<file path="config.mk">
export PLATFORM = sky130hd
export DESIGN_NAME = mux_scan_ctrl
export DESIGN_NICKNAME = d
export VERILOG_FILES = /design/src/rtl/mux_scan_pkg.sv /design/src/rtl/mux_scan_timer.sv /design/src/rtl/mux_scan_ctrl.sv
export SDC_FILE = /design/constraint.sdc
export NUM_CORES = 1
export LEC_CHECK = 0
export ABC_AREA = 1
export CAP_MARGIN = 20
export CORE_ASPECT_RATIO = 0.6
export CORE_MARGIN = 8
export CORE_UTILIZATION = 39
export CTS_CLUSTER_SIZE = 20
export DETAILED_ROUTE_END_ITERATION = 16
export GPL_TIMING_DRIVEN = 0
export HOLD_SLACK_MARGIN = 0.1
export PLACE_DENSITY = 0.61
export SYNTH_ARGS = -nofsm -noshare
export SYNTH_HDL_FRONTEND = slang
export SYNTH_SLANG_ARGS = --single-unit
</file>
<file path="constraint.sdc">
create_clock -name clk -period 2 [get_ports clk]
set_input_delay 0.2 -clock clk [delete_from_list [all_inputs] [get_ports clk]]
set_output_delay 0.2 -clock clk [all_outputs]
set_load 0.02 [all_outputs]
</file>
<file path="src/rtl/mux_scan_pkg.sv">
// -----------------------------------------------------------------------------
// mux_scan_pkg
// Shared types and constants for the mux4x1 scan sequencer.
//
// Contents:
//   NCH / CH_W  - channel count of the downstream mux and its select width
//   LAST_CH     - highest channel index; the scan finishes after this one
//   CNT_W       - width of the dwell counter
//   state_t     - controller states (IDLE, SCAN, DONE)
//   frame_t     - one captured frame, bit k holds the sample taken on channel k
//   frame_parity_f - XOR reduction of a frame
//
// Optional feature macro used elsewhere in the slice: MUX_SCAN_PARITY_EN.
// -----------------------------------------------------------------------------
package mux_scan_pkg;

    localparam int NCH   = 4;
    localparam int CH_W  = 2;
    localparam int CNT_W = 8;

    localparam logic [CH_W-1:0] LAST_CH = CH_W'(NCH - 1);

    typedef enum logic [1:0] {
        IDLE = 2'd0,
        SCAN = 2'd1,
        DONE = 2'd2
    } state_t;

    typedef logic [NCH-1:0] frame_t;

    function automatic logic frame_parity_f(input frame_t f);
        return ^f;
    endfunction

endpackage : mux_scan_pkg

</file>
<file path="src/rtl/mux_scan_timer.sv">
// -----------------------------------------------------------------------------
// mux_scan_timer
// Dwell counter for one channel of a scan. While enabled it counts
// 0..DWELL-1 and wraps to 0; the controller uses the two pulses to know when
// the mux output has settled and when the dwell on a channel is over.
//
// Parameters:
//   DWELL  - cycles per channel, legal range 2..255
//   SETTLE - count at which the mux output is sampled, legal range 0..DWELL-2
//
// Ports:
//   clk          in   rising-edge clock
//   rst_n        in   synchronous active-low reset
//   clear        in   force the count to 0 (held while not scanning)
//   en           in   advance the count this edge
//   sample_pulse out  high while enabled and count == SETTLE
//   last_pulse   out  high while enabled and count == DWELL-1
// -----------------------------------------------------------------------------
module mux_scan_timer
    import mux_scan_pkg::*;
#(
    parameter int DWELL  = 4,
    parameter int SETTLE = 1
) (
    input  logic clk,
    input  logic rst_n,
    input  logic clear,
    input  logic en,
    output logic sample_pulse,
    output logic last_pulse
);

    localparam logic [CNT_W-1:0] SAMPLE_AT = CNT_W'(SETTLE);
    localparam logic [CNT_W-1:0] LAST_AT   = CNT_W'(DWELL - 1);

    logic [CNT_W-1:0] r_cnt;
    logic             w_at_last;

    assign w_at_last = (r_cnt == LAST_AT);

    // The count restarts at DWELL-1, so it never reaches the 8-bit wrap point.
    always_ff @(posedge clk) begin
        // NOTE: non-blocking assignments for every register so all flops see
        // pre-edge values regardless of block ordering in simulation.
        if (!rst_n || clear) begin
            r_cnt <= '0;
        end else if (en) begin
            r_cnt <= w_at_last ? '0 : r_cnt + CNT_W'(1);
        end
    end

    assign sample_pulse = en && (r_cnt == SAMPLE_AT);
    assign last_pulse   = en && w_at_last;

endmodule : mux_scan_timer

</file>
<file path="src/rtl/mux_scan_ctrl.sv">
// -----------------------------------------------------------------------------
// mux_scan_ctrl
// Sequencer wrapped around a mux4x1: walks the select lines through channels
// 0..3, samples the mux output once per channel after it has settled, and
// hands the four samples to a consumer as one frame over valid/ready.
// Single-shot (start pulse) or continuous (rescan after each handshake).
//
// Parameters:
//   DWELL  - cycles per channel, legal range 2..255
//   SETTLE - sample offset within a dwell, legal range 0..DWELL-2
//
// Optional feature: define MUX_SCAN_PARITY_EN to add output frame_parity,
// the XOR of the frame bits, loaded and held together with frame.
//
// Ports:
//   clk          in   rising-edge clock
//   rst_n        in   synchronous active-low reset
//   start        in   begin a scan, only acted on in IDLE
//   continuous   in   rescan after each handshake (examined at the handshake)
//   y_in         in   mux4x1 output
//   s1, s0       out  mux select, {s1,s0} = current channel
//   busy         out  high while scanning or holding a frame
//   frame        out  captured samples, frame[k] = y_in seen on channel k
//   frame_parity out  (MUX_SCAN_PARITY_EN only) XOR of frame
//   frame_valid  out  frame is available
//   frame_ready  in   consumer accepts the frame
// All outputs come straight from registers.
// -----------------------------------------------------------------------------
module mux_scan_ctrl
    import mux_scan_pkg::*;
#(
    parameter int DWELL  = 4,
    parameter int SETTLE = 1
) (
    input  logic           clk,
    input  logic           rst_n,
    input  logic           start,
    input  logic           continuous,
    input  logic           y_in,
    output logic           s1,
    output logic           s0,
    output logic           busy,
    output logic [NCH-1:0] frame,
`ifdef MUX_SCAN_PARITY_EN
    output logic           frame_parity,
`endif
    output logic           frame_valid,
    input  logic           frame_ready
);

    state_t          r_state;
    logic [CH_W-1:0] r_ch;
    logic [CH_W-1:0] r_sel;
    logic            r_busy;
    frame_t          r_shadow;
    frame_t          r_frame;
    logic            r_valid;

    logic            w_scanning;
    logic            w_sample;
    logic            w_last;
    logic            w_handshake;

    assign w_scanning  = (r_state == SCAN);
    assign w_handshake = (r_state == DONE) && r_valid && frame_ready;

    // Counter is held at zero outside SCAN, so every scan (from start or from
    // a continuous handshake) begins its first dwell at count 0.
    mux_scan_timer #(
        .DWELL  (DWELL),
        .SETTLE (SETTLE)
    ) u_timer (
        .clk          (clk),
        .rst_n        (rst_n),
        .clear        (!w_scanning),
        .en           (w_scanning),
        .sample_pulse (w_sample),
        .last_pulse   (w_last)
    );

    always_ff @(posedge clk) begin
        if (!rst_n) begin
            // NOTE: the shadow sample register is reset too; it is only four
            // flops and a defined value keeps the first frame deterministic.
            r_state  <= IDLE;
            r_ch     <= '0;
            r_sel    <= '0;
            r_busy   <= 1'b0;
            r_shadow <= '0;
            r_frame  <= '0;
            r_valid  <= 1'b0;
        end else begin
            case (r_state)
                IDLE: begin
                    r_sel <= '0;
                    if (start) begin
                        r_state <= SCAN;
                        r_ch    <= '0;
                        r_busy  <= 1'b1;
                    end
                end

                SCAN: begin
                    if (w_sample) begin
                        r_shadow[r_ch] <= y_in;
                    end
                    if (w_last) begin
                        if (r_ch != LAST_CH) begin
                            // Select moves together with the channel index so
                            // the mux sees the new channel for the full dwell.
                            r_ch  <= r_ch + CH_W'(1);
                            r_sel <= r_ch + CH_W'(1);
                        end else begin
                            // SETTLE < DWELL-1, so the last channel's sample
                            // is already in the shadow register here.
                            r_frame <= r_shadow;
                            r_valid <= 1'b1;
                            r_sel   <= '0;
                            r_ch    <= '0;
                            r_state <= DONE;
                        end
                    end
                end

                DONE: begin
                    if (w_handshake) begin
                        r_valid <= 1'b0;
                        if (continuous) begin
                            // Straight back into a scan; select is already 00.
                            r_state <= SCAN;
                            r_ch    <= '0;
                        end else begin
                            r_state <= IDLE;
                            r_busy  <= 1'b0;
                        end
                    end
                end

                default: begin
                    r_state <= IDLE;
                    r_ch    <= '0;
                    r_sel   <= '0;
                    r_busy  <= 1'b0;
                    r_valid <= 1'b0;
                end
            endcase
        end
    end

`ifdef MUX_SCAN_PARITY_EN
    logic r_parity;

    // Loaded on the same edge as frame, from the same shadow value.
    always_ff @(posedge clk) begin
        if (!rst_n) begin
            r_parity <= 1'b0;
        end else if (w_scanning && w_last && (r_ch == LAST_CH)) begin
            r_parity <= frame_parity_f(r_shadow);
        end
    end

    assign frame_parity = r_parity;
`endif

    assign s1          = r_sel[1];
    assign s0          = r_sel[0];
    assign busy        = r_busy;
    assign frame       = r_frame;
    assign frame_valid = r_valid;

endmodule : mux_scan_ctrl

</file>
==> results of run 1 <==
## flip-flops by register name, summed over array words and instances, names as in the netlist
| register | flops |
|---|---|
| frame | 4 |
| r_sel | 2 |
| r_shadow | 4 |
| r_state | 2 |
| frame_valid | 1 |
| u_timer.r_cnt | 8 |
| busy | 1 |
| r_ch | 2 |
## cells by family (layout without fill, tap and decap cells)
family / after synthesis / after routing / synth area share [%]
and+or+nand+nor: 66 / 66 / 27.3
DFF: 24 / 24 / 42.4
buffers and inverters: 21 / 37 / 7.84
adders and majority gates: 6 / 6 / 6.63
AOI/OAI and AO/OA: 26 / 26 / 12.7
xor gates and xnor gates: 4 / 4 / 3.09
## critical path, delay by kind of cell (launching register included)
kind,cells,cell delay [ps]
compound gates,2,320
simple gates,3,540
fa+ha+maj,1,210
flops,1,380
## synth_stat cells
library cell | instances | area share (%)
dfxtp_1 | 24 | 42
nor3b_2 | 1 | 1.1
o21ai_2 | 1 | 0.77
nand2_4 | 1 | 0.99
o211ai_1 | 1 | 0.66
buf_6 | 1 | 0.99
nand2_1 | 26 | 8.6
o21ai_0 | 7 | 3.1
nor3_2 | 1 | 0.88
xor2_1 | 3 | 2.3
a211oi_2 | 1 | 1.1
nand3_1 | 13 | 5.7
nand4_1 | 4 | 2.2
nor2_1 | 17 | 5.6
clkinv_1 | 1 | 0.33
clkinv_2 | 1 | 0.44
xnor2_1 | 1 | 0.77
buf_2 | 1 | 0.44
nor2_4 | 1 | 0.99
a21oi_1 | 16 | 7.1
nand2_2 | 1 | 0.55
or2_1 | 1 | 0.55
ha_1 | 6 | 6.6
inv_1 | 17 | 5.6
## routing by layer
layer  up-vias  GRT usage [%]  part of all wire [%]
met1       411           13.7                    54
met5         -              0                     0
met3         2           3.38                   4.9
li1        507              -                     -
met4         0           2.97                   1.3
met2        14           13.7                    40
## area by class of cell
class / count / share of cell area (%)
sequential: 24 / 35.6
tap: 34 / 3.15
clock buffer: 4 / 4.08
buffer: 2 / 1.20
timing repair buffer: 12 / 8.90
multi-input combinational: 102 / 41.7
inverter: 19 / 5.38
## how the worst min path moves through the flow
stage | slack [ps] | cells past startpoint | start | endpoint
after floorplan | 350 | 2 | start | busy
after detailed placement | 440 | 2 | frame[3] | frame[3]
after CTS | 260 | 3 | rst_n | r_sel[0]
final | 260 | 3 | rst_n | r_sel[0]
after global placement | 430 | 2 | frame[2] | frame[2]
after global routing | 270 | 3 | rst_n | r_sel[0]
## power by group
part           switching [mW]  leakage (nW)  total, mW  internal, mW
Combinational          0.0628         0.296      0.103        0.0406
Sequential            0.00912         0.195      0.498         0.489
Clock                   0.149        0.0288      0.325         0.176
==> metrics.md, run 1 <==
| Metric | Value |
|---|---|
| Final hold vios | 0 |
| PwrDens | approximately 690 mW/mm² |
| Setup TNS | 0 ps |
| Syn Nets | between 150 and 200 |
| Worst min path class | primary input to register |
| Vias per inst | between 4 and 5 |
| Final Max Slew Viols | 0 |
| Non-filler instance count after layout | around 200 |
| Number of port buffers | 12 |
| Commonest cells after routing, fill and taps aside | nand2_1, dfxtp_1, inv_1, nor2_1, a21oi_1 |
| Worst reg2reg setup slack | roughly 420 ps |
| Sequential cell area fraction in the yosys report | 42.4% |
| Nets | 176 |
| CTS tree | built |
| Setup repair after global routing missed its margin | no |
| CORE AREA | roughly 0.0028 mm² |
| Slew margin rel. | between 60% and 70% |
| Routed via count | between 900 and 1000 |
| Worst Path Arrival | roughly 1700 ps |
| Per-cell routed wire length | 12.0 µm |
| Synth unique cells | 24 |
| Drt drc | 0 |
| Crit Path Max Fanout | 9 |
| Latest clock arrival within the worst-skew pair | about 260 ps |
| Tot Pwr | between 0.9 and 1 mW |
| Placed Area | between 0.001 and 0.0015 mm² |
| Register bit total from synthesis | 24 |
| Worst slack at placement | a little over 400 ps |
| Multi-input logic area | about 560 µm² |
| CP Data Required Time | ~2200 ps |
| Synth Warn # | 0 |
| Fillers | ~280 |
| Final Wtd Congestion | 0.849 |
| Critical Path Max Stage Delay | between 300 and 400 ps |
| Vias in the first global route | approximately 840 |
| GR Util All Layers | 9.84% |
| Final Instance Area | 0.00135 mm² |
| Least-Margin Pin Slew | a little under 500 ps |
| Initial antenna violation count | 0 |
| Clock Tree Root | clkbuf_8 |
| Clock Skew | roughly 2.5 ps |
| Synth Instances | ~150 |
| Placed Cells | 193 |
| Total CTS buffers | 3 |
| Clock slew at reported path FFs | around 80 ps |
| Hold-fix buffers, CTS | 0 |
| Layout cells sized above 1 | 8.59% |
| Reg-to-reg endpoint | frame[3] |
| Endpoints failing setup | 0 |
| Mapped Avg Cell Area | ~7.7 µm² |
| First-iteration detailed-routing DRC count | 70 |
| Crit path capture | frame[3] |
| Num Clock Sinks | 24 |
| Post-cts resize count | 0 |
| Peak Freq | approximately 0.63 GHz |
| Worst-path cell with the longest stage delay | dfxtp_1 |
| Max Cap Viol | 0 |
| Die width | ~86 µm |
| Antenna Cells | 0 |
| Die H | 57.7 µm |
| Starting Density | 40.2% |
| First-pass GRT wire length | around 4000 µm |
| Reg-to-Reg Start | u_timer.r_cnt[0] |
| CP Class | register to register |
| Tmin final | 1580 ps |
| Final core occ | between 40% and 50% |
| Endpoint type of the worst setup path | register |
| CP startpoint kind | register |
| Core Rows | 15 |
| Synthesis-to-finish area growth | 19.2% |
| Post-route ant nets | 0 |
| Grt ovf | 0 |
| Storage element area | slightly below 500 µm² |
| Htree depth | 1 |
| Final hold slack | 259 ps |
| Final wirelength | about 2400 µm |
| Die area | about 0.005 mm² |
| Worst Reg-to-Reg Cells | 6 |
| Half-perimeter wire length after detailed placement | around 1800 µm |
| Largest net degree at the start of global routing | 14 |
| Static Leakage | 0.519 nW |
| Postcts setup bufs | 0 |
| CTS max path bufs | 2 |
| CP Cell Sequence | ha_1 > nand2_1 > nor2_4 > nand3_1 > o21ai_0 > a21oi_1 |
| 1st-pass router iterations | 5 |
| Io pins | 14 |
| Beginning of the critical path | u_timer.r_cnt[0] |
| Status | complete, no violations |
| Final period utilization | ~80% |
| Synth Cell Area | about 0.0011 mm² |
| Final WS setup | roughly 420 ps |
| Peak VDD IR | 0.388 mV |
| Commonest non-fill, non-tap cell in the layout | nand2_1 |
(Power assumes the default switching activity.)
==> run 2, diff against run 1 <==
Clock period 2 ns to 1.5 ns, I/O delays scaled along.
==> run 2 against run 1 <==
Compared with the run above:
- fmax grew 12%
- clock power grew 34%
- wire length is 1.4% higher
- cell area rose by 2.3%
- critical path depth stayed put
- critical endpoint is now frame[2]
- largest power group unchanged
- highest routed layer unchanged
==> metrics.md, run 2 (same netlist as run 1, synthesis figures left out) <==
| Metric | Value |
|---|---|
| Worst Path Arrival | 1560 ps (-170 ps) |
| Htree depth | 1 (unchanged) |
| Placed Cells | 193 (unchanged) |
| Initial antenna violation count | 0 (unchanged) |
| Layout cells sized above 1 | 10.4% (+1.8 points) |
| Worst Hold Launch | rst_n |
| Antenna Cells | 0 (unchanged) |
| Drt drc | 0 (unchanged) |
| Endpoints failing setup | 0 (unchanged) |
| Static Leakage | 0.523 nW (+0.72%) |
| PwrDens | 901 mW/mm² (+31%) |
| Grt ovf | 0 (unchanged) |
| Total CTS buffers | 3 (unchanged) |
| Max Cap Viol | 0 (unchanged) |
| Largest net degree at the start of global routing | 14 (unchanged) |
| Worst min path class | primary input to register |
| Per-cell routed wire length | 12.1 µm (+1.4%) |
| Final wirelength | 2390 µm (+1.4%) |
| Final period utilization | 93.8% (+15 points) |
| Endpoint type of the worst setup path | register |
| CTS tree | built |
| Core Rows | 15 (unchanged) |
| Post-route ant nets | 0 (unchanged) |
| Beginning of the critical path | u_timer.r_cnt[1] |
| Slew margin rel. | 76.5% (+9.7 points) |
| Routed via count | 950 (+1.7%) |
| Final hold vios | 0 (unchanged) |
| Clock Tree Root | clkbuf_8 |
| Io pins | 14 (unchanged) |
| Final Max Slew Viols | 0 (unchanged) |
| CTS max path bufs | 2 (unchanged) |
| Commonest non-fill, non-tap cell in the layout | nand2_1 |
| Fillers | 279 (-1.4%) |
| Die H | 57.7 µm (unchanged) |
| CORE AREA | 0.00282 mm² (unchanged) |
| 1st-pass router iterations | 4 (-1) |
| Vias per inst | 4.82 (+1.7%) |
| Setup TNS | 0 ps (unchanged) |
| GR Util All Layers | 9.93% (+0.090 points) |
| Least-Margin Pin Slew | 352 ps (-144 ps) |
| Vias in the first global route | 848 (+0.71%) |
| Peak Freq | 0.711 GHz (+12%) |
| First-iteration detailed-routing DRC count | 84 (+20%) |
| Peak VDD IR | 0.517 mV (+33%) |
| Hold-fix buffers, CTS | 0 (unchanged) |
| Crit Path Max Fanout | 9 (unchanged) |
| Num Clock Sinks | 24 (unchanged) |
| CP startpoint kind | register |
| Half-perimeter wire length after detailed placement | 1800 µm (unchanged) |
| Final Wtd Congestion | 0.849 (unchanged) |
| Reg with most FFs | u_timer.r_cnt |
| Tmin final | 1410 ps (-172 ps) |
| Reg-to-Reg Start | u_timer.r_cnt[1] |
| Status | complete, no violations |
| Commonest cells after routing, fill and taps aside | nand2_1, dfxtp_1, inv_1, nor2_1, a21oi_1 |
| Clock slew at reported path FFs | 80 ps (about the same) |
| Non-filler instance count after layout | 197 (unchanged) |
| Nets | 176 (unchanged) |
| Clock Skew | 2.95 ps (+0.421 ps) |
| Tot Pwr | 1.24 mW (+34%) |
| Synthesis-to-finish area growth | 22.0% |
| Number of port buffers | 12 (unchanged) |
| Latest clock arrival within the worst-skew pair | 260 ps (about the same) |
| CP Class | register to register |
| Number of flip-flops under the largest register name | 8 (unchanged) |
| CP Data Required Time | 1660 ps (-490 ps) |
| First-pass GRT wire length | 3990 µm (+1.1%) |
| Die width | 85.6 µm (unchanged) |
| Starting Density | 40.2% (unchanged) |
| Die area | 0.00494 mm² (unchanged) |
run 2: path summary, 6_finish.rpt:
path / cells past startpoint / to / slack (ps)
max: 6 / frame[2] / 90
min: 3 / r_sel[0] / 210
max reg2reg: 6 / frame[2] / 90
min reg2reg: 1 / u_timer.r_cnt[0] / 440
run 2: per-stage QoR:
step | hold WS, ps | instance area [µm²] | worst slack, ps | utilization, %
after floorplan | 297 | 1130 | 188 | -
after global placement | 430 | 1290 | -56.6 | 46.0
after detailed placement | 435 | 1290 | -88.3 | 46.0
after CTS | 209 | 1360 | 19.7 | 48.1
after global routing | 224 | 1380 | -5.02 | 49.1
final | 211 | 1380 | 92.7 | 49.1
run 2: critical path, stage by stage (launching register included):
cell     delay, ps
dfxtp_1        380
ha_1           210
nand2_1        150
nor2_4         180
nand3_4        140
o21ai_0        190
a21oi_1         50
run 2: area by class of cell:
cell class / instances / area [µm²] / area share [%]
Tap cell: 34 / 42.5 / 3.08
Sequential cell: 24 / 482 / 34.9
Inverter: 19 / 72.6 / 5.25
Timing Repair Buffer: 12 / 120 / 8.70
Clock buffer: 4 / 55.1 / 3.99
Multi-Input combinational cell: 102 / 593 / 42.9
Buffer: 2 / 16.3 / 1.18
run 2: report_power, final:
group          switching, mW  internal, mW  total (mW)  leakage, nW
logic                 0.0893        0.0564       0.146        0.299
clock network          0.200         0.234       0.434       0.0288
registers             0.0123         0.652       0.665        0.195
run 2: metal layers:
layer  vias to the layer above  wire length [µm]  GRT usage, %
met5                         -                 0             0
met4                         0                31          2.97
met3                         2               112          3.38
met2                        13               973          13.8
met1                       426              1280          13.8
li1                        509                 -             -
run 2: what timing repair did:
item,in CTS,in global routing
buffers inserted,0,0
resized for setup,1,6
endpoints found under the hold margin,0,0
setup endpoints to repair,4,13
pin swaps,0,2
==> run 3, diff against run 2 <==
Settings changed: SKIP_LAST_GASP set to 1.
==> run 3 against run 2 <==
Compared with the run above:
- global-route usage unchanged
- critical path depth is the same
- critical path type unchanged
- largest cell class unchanged
- via count fell by 0.11%
==> metrics.md, run 3 (same netlist as run 1, synthesis figures left out) <==
| Metric | Value |
|---|---|
| CTS tree | built |
| CP startpoint kind | register |
| Die area | 0.00494 mm² (unchanged) |
| Reg-to-reg endpoint | frame[2] |
| Final Instance Area | 0.00138 mm² (-0.36%) |
| Die H | 57.7 µm (unchanged) |
| 1st-pass router iterations | 5 (+1) |
| Largest net degree at the start of global routing | 14 (unchanged) |
| First-iteration detailed-routing DRC count | 82 (-2.4%) |
| Num Clock Sinks | 24 (unchanged) |
| CTS max path bufs | 2 (unchanged) |
| Worst-path cell with the longest stage delay | dfxtp_1 |
| Reg with most FFs | u_timer.r_cnt |
| Vias per inst | 4.82 (-0.11%) |
| Final Max Slew Viols | 0 (unchanged) |
| Beginning of the critical path | u_timer.r_cnt[0] |
| Endpoint type of the worst setup path | register |
| Peak Freq | 0.703 GHz (-1.0%) |
| Synthesis-to-finish area growth | 21.5% |
| Largest delay contributor family on the critical path | simple AND/OR/NAND/NOR gates |
| Post-route ant nets | 0 (unchanged) |
| Final hold slack | 210 ps (-1.73 ps) |
| Starting Density | 40.2% (unchanged) |
| Grt ovf | 0 (unchanged) |
| Vias in the first global route | 848 (unchanged) |
| Placed Cells | 193 (unchanged) |
| Clock Tree Root | clkbuf_8 |
| Placed Area | 0.00129 mm² (unchanged) |
| Die width | 85.6 µm (unchanged) |
| Crit Path Max Fanout | 9 (unchanged) |
| Worst min path class | primary input to register |
| Final hold vios | 0 (unchanged) |
| Static Leakage | 0.523 nW (about the same) |
| Fillers | 278 (-0.36%) |
| Drt drc | 0 (unchanged) |
| Critical Path Max Stage Delay | 390 ps (about the same) |
| Final Wtd Congestion | 0.849 (unchanged) |
| Layout cells sized above 1 | 9.20% (-1.2 points) |
| Endpoints failing setup | 0 (unchanged) |
| PwrDens | 905 mW/mm² (+0.41%) |
| Latest clock arrival within the worst-skew pair | 270 ps (about the same) |
| Slew margin rel. | 76.3% (-0.18 points) |
| Final period utilization | 94.8% (+0.98 points) |
| Crit path capture | frame[2] |
| Setup repair after global routing missed its margin | yes |
| Nets | 176 (unchanged) |
| Tmin final | 1420 ps (+14.7 ps) |
| Status | complete, no violations |
| Clock Skew | 3.78 ps (+0.826 ps) |
| GR Util All Layers | 9.93% (unchanged) |
| Peak VDD IR | 0.518 mV (about the same) |
| CP Data Required Time | 1660 ps (about the same) |
| Half-perimeter wire length after detailed placement | 1800 µm (unchanged) |
| Buf/Inv on CP | 0 (unchanged) |
| Io pins | 14 (unchanged) |
| Commonest cells after routing, fill and taps aside | nand2_1, dfxtp_1, inv_1, nor2_1, a21oi_1 |
| Postcts setup bufs | 0 (unchanged) |
| Number of port buffers | 12 (unchanged) |
| Commonest non-fill, non-tap cell in the layout | nand2_1 |
| CP Cell Sequence | ha_1 > nand2_1 > nor2_4 > nand3_4 > o21ai_0 > a21oi_1 |
| Least-Margin Pin Slew | 355 ps (+2.68 ps) |
| Clock slew at reported path FFs | 80 ps (about the same) |
| Worst Path Arrival | 1580 ps (+20 ps) |
| Non-filler instance count after layout | 197 (unchanged) |
| Max Cap Viol | 0 (unchanged) |
| Worst Reg-to-Reg Cells | 6 (unchanged) |
| Per-cell routed wire length | 12.1 µm (-0.50%) |
| First-pass GRT wire length | 3990 µm (unchanged) |
| CP Depth | 6 (unchanged) |
| Routed via count | 949 (-0.11%) |
| Antenna Cells | 0 (unchanged) |
| Initial antenna violation count | 0 (unchanged) |
| CP Class | register to register |
| Core Rows | 15 (unchanged) |
| Worst reg2reg setup slack | 80 ps (about the same) |
| CORE AREA | 0.00282 mm² (unchanged) |
| Reg-to-Reg Start | u_timer.r_cnt[0] |
| Final wirelength | 2380 µm (-0.50%) |
| Total CTS buffers | 3 (unchanged) |
| Number of flip-flops under the largest register name | 8 (unchanged) |
| Htree depth | 1 (unchanged) |
## run 3: cell counts in the layout (fill, tap and decap cells not counted)
Identical to the previous run, type by type.
## run 3: worst min path at each step
stage | from | endpoint | slack (ps) | depth (start not counted)
final | rst_n | r_sel[0] | 210 | 3
after global placement | frame[2] | frame[2] | 430 | 2
after global routing | rst_n | r_sel[0] | 220 | 3
after floorplan | start | busy | 300 | 2
after detailed placement | frame[3] | frame[3] | 440 | 2
after CTS | rst_n | r_sel[0] | 210 | 3
## run 3: area by class of cell
| cell class | count | area [µm²] | area share [%] |
|---|---|---|---|
| Inverter | 19 | 72.6 | 5.27 |
| Sequential cell | 24 | 480 | 34.9 |
| Multi-Input combinational cell | 102 | 589 | 42.8 |
| Clock buffer | 4 | 55.1 | 4.00 |
| Timing Repair Buffer | 12 | 120 | 8.73 |
| Buffer | 2 | 16.3 | 1.18 |
| Tap cell | 34 | 42.5 | 3.09 |
## run 3: metal layers
layer  track usage, %  routed length [µm]  up-vias
li1                 -                   -      509
met1             13.8                1260      419
met2             13.8                 958       19
met3             3.38                 131        2
met4             2.97                  31        0
met5                0                   0        -
## run 3: report_power, final
| group | internal (mW) | total, mW | switching (mW) |
|---|---|---|---|
| logic | 0.0562 | 0.145 | 0.0889 |
| clock network | 0.234 | 0.436 | 0.202 |
| registers | 0.652 | 0.664 | 0.0122 |
## run 3: worst min-delay path, stage by stage
cell,delay [ps]
buf_2,170
nand2_1,80
nor2_1,30
## run 3: what timing repair did
action,in CTS,in global routing
pin swaps,0,2
resized for setup,1,4
hold buffers,0,0
endpoints found under the setup margin,4,13
## run 3: per-stage QoR
| stage | util [%] | setup WS [ps] | setup TNS (ps) | power [mW] |
|---|---|---|---|---|
| after CTS | 48.1 | 19.7 | 0 | 1.25 |
| final | 48.9 | 78.0 | 0 | 1.25 |
| after global routing | 48.9 | -37.1 | -114 | 1.30 |
| after floorplan | - | 188 | 0 | 0.769 |
| after global placement | 46.0 | -56.6 | -191 | 0.813 |
| after detailed placement | 46.0 | -88.3 | -268 | 0.816 |
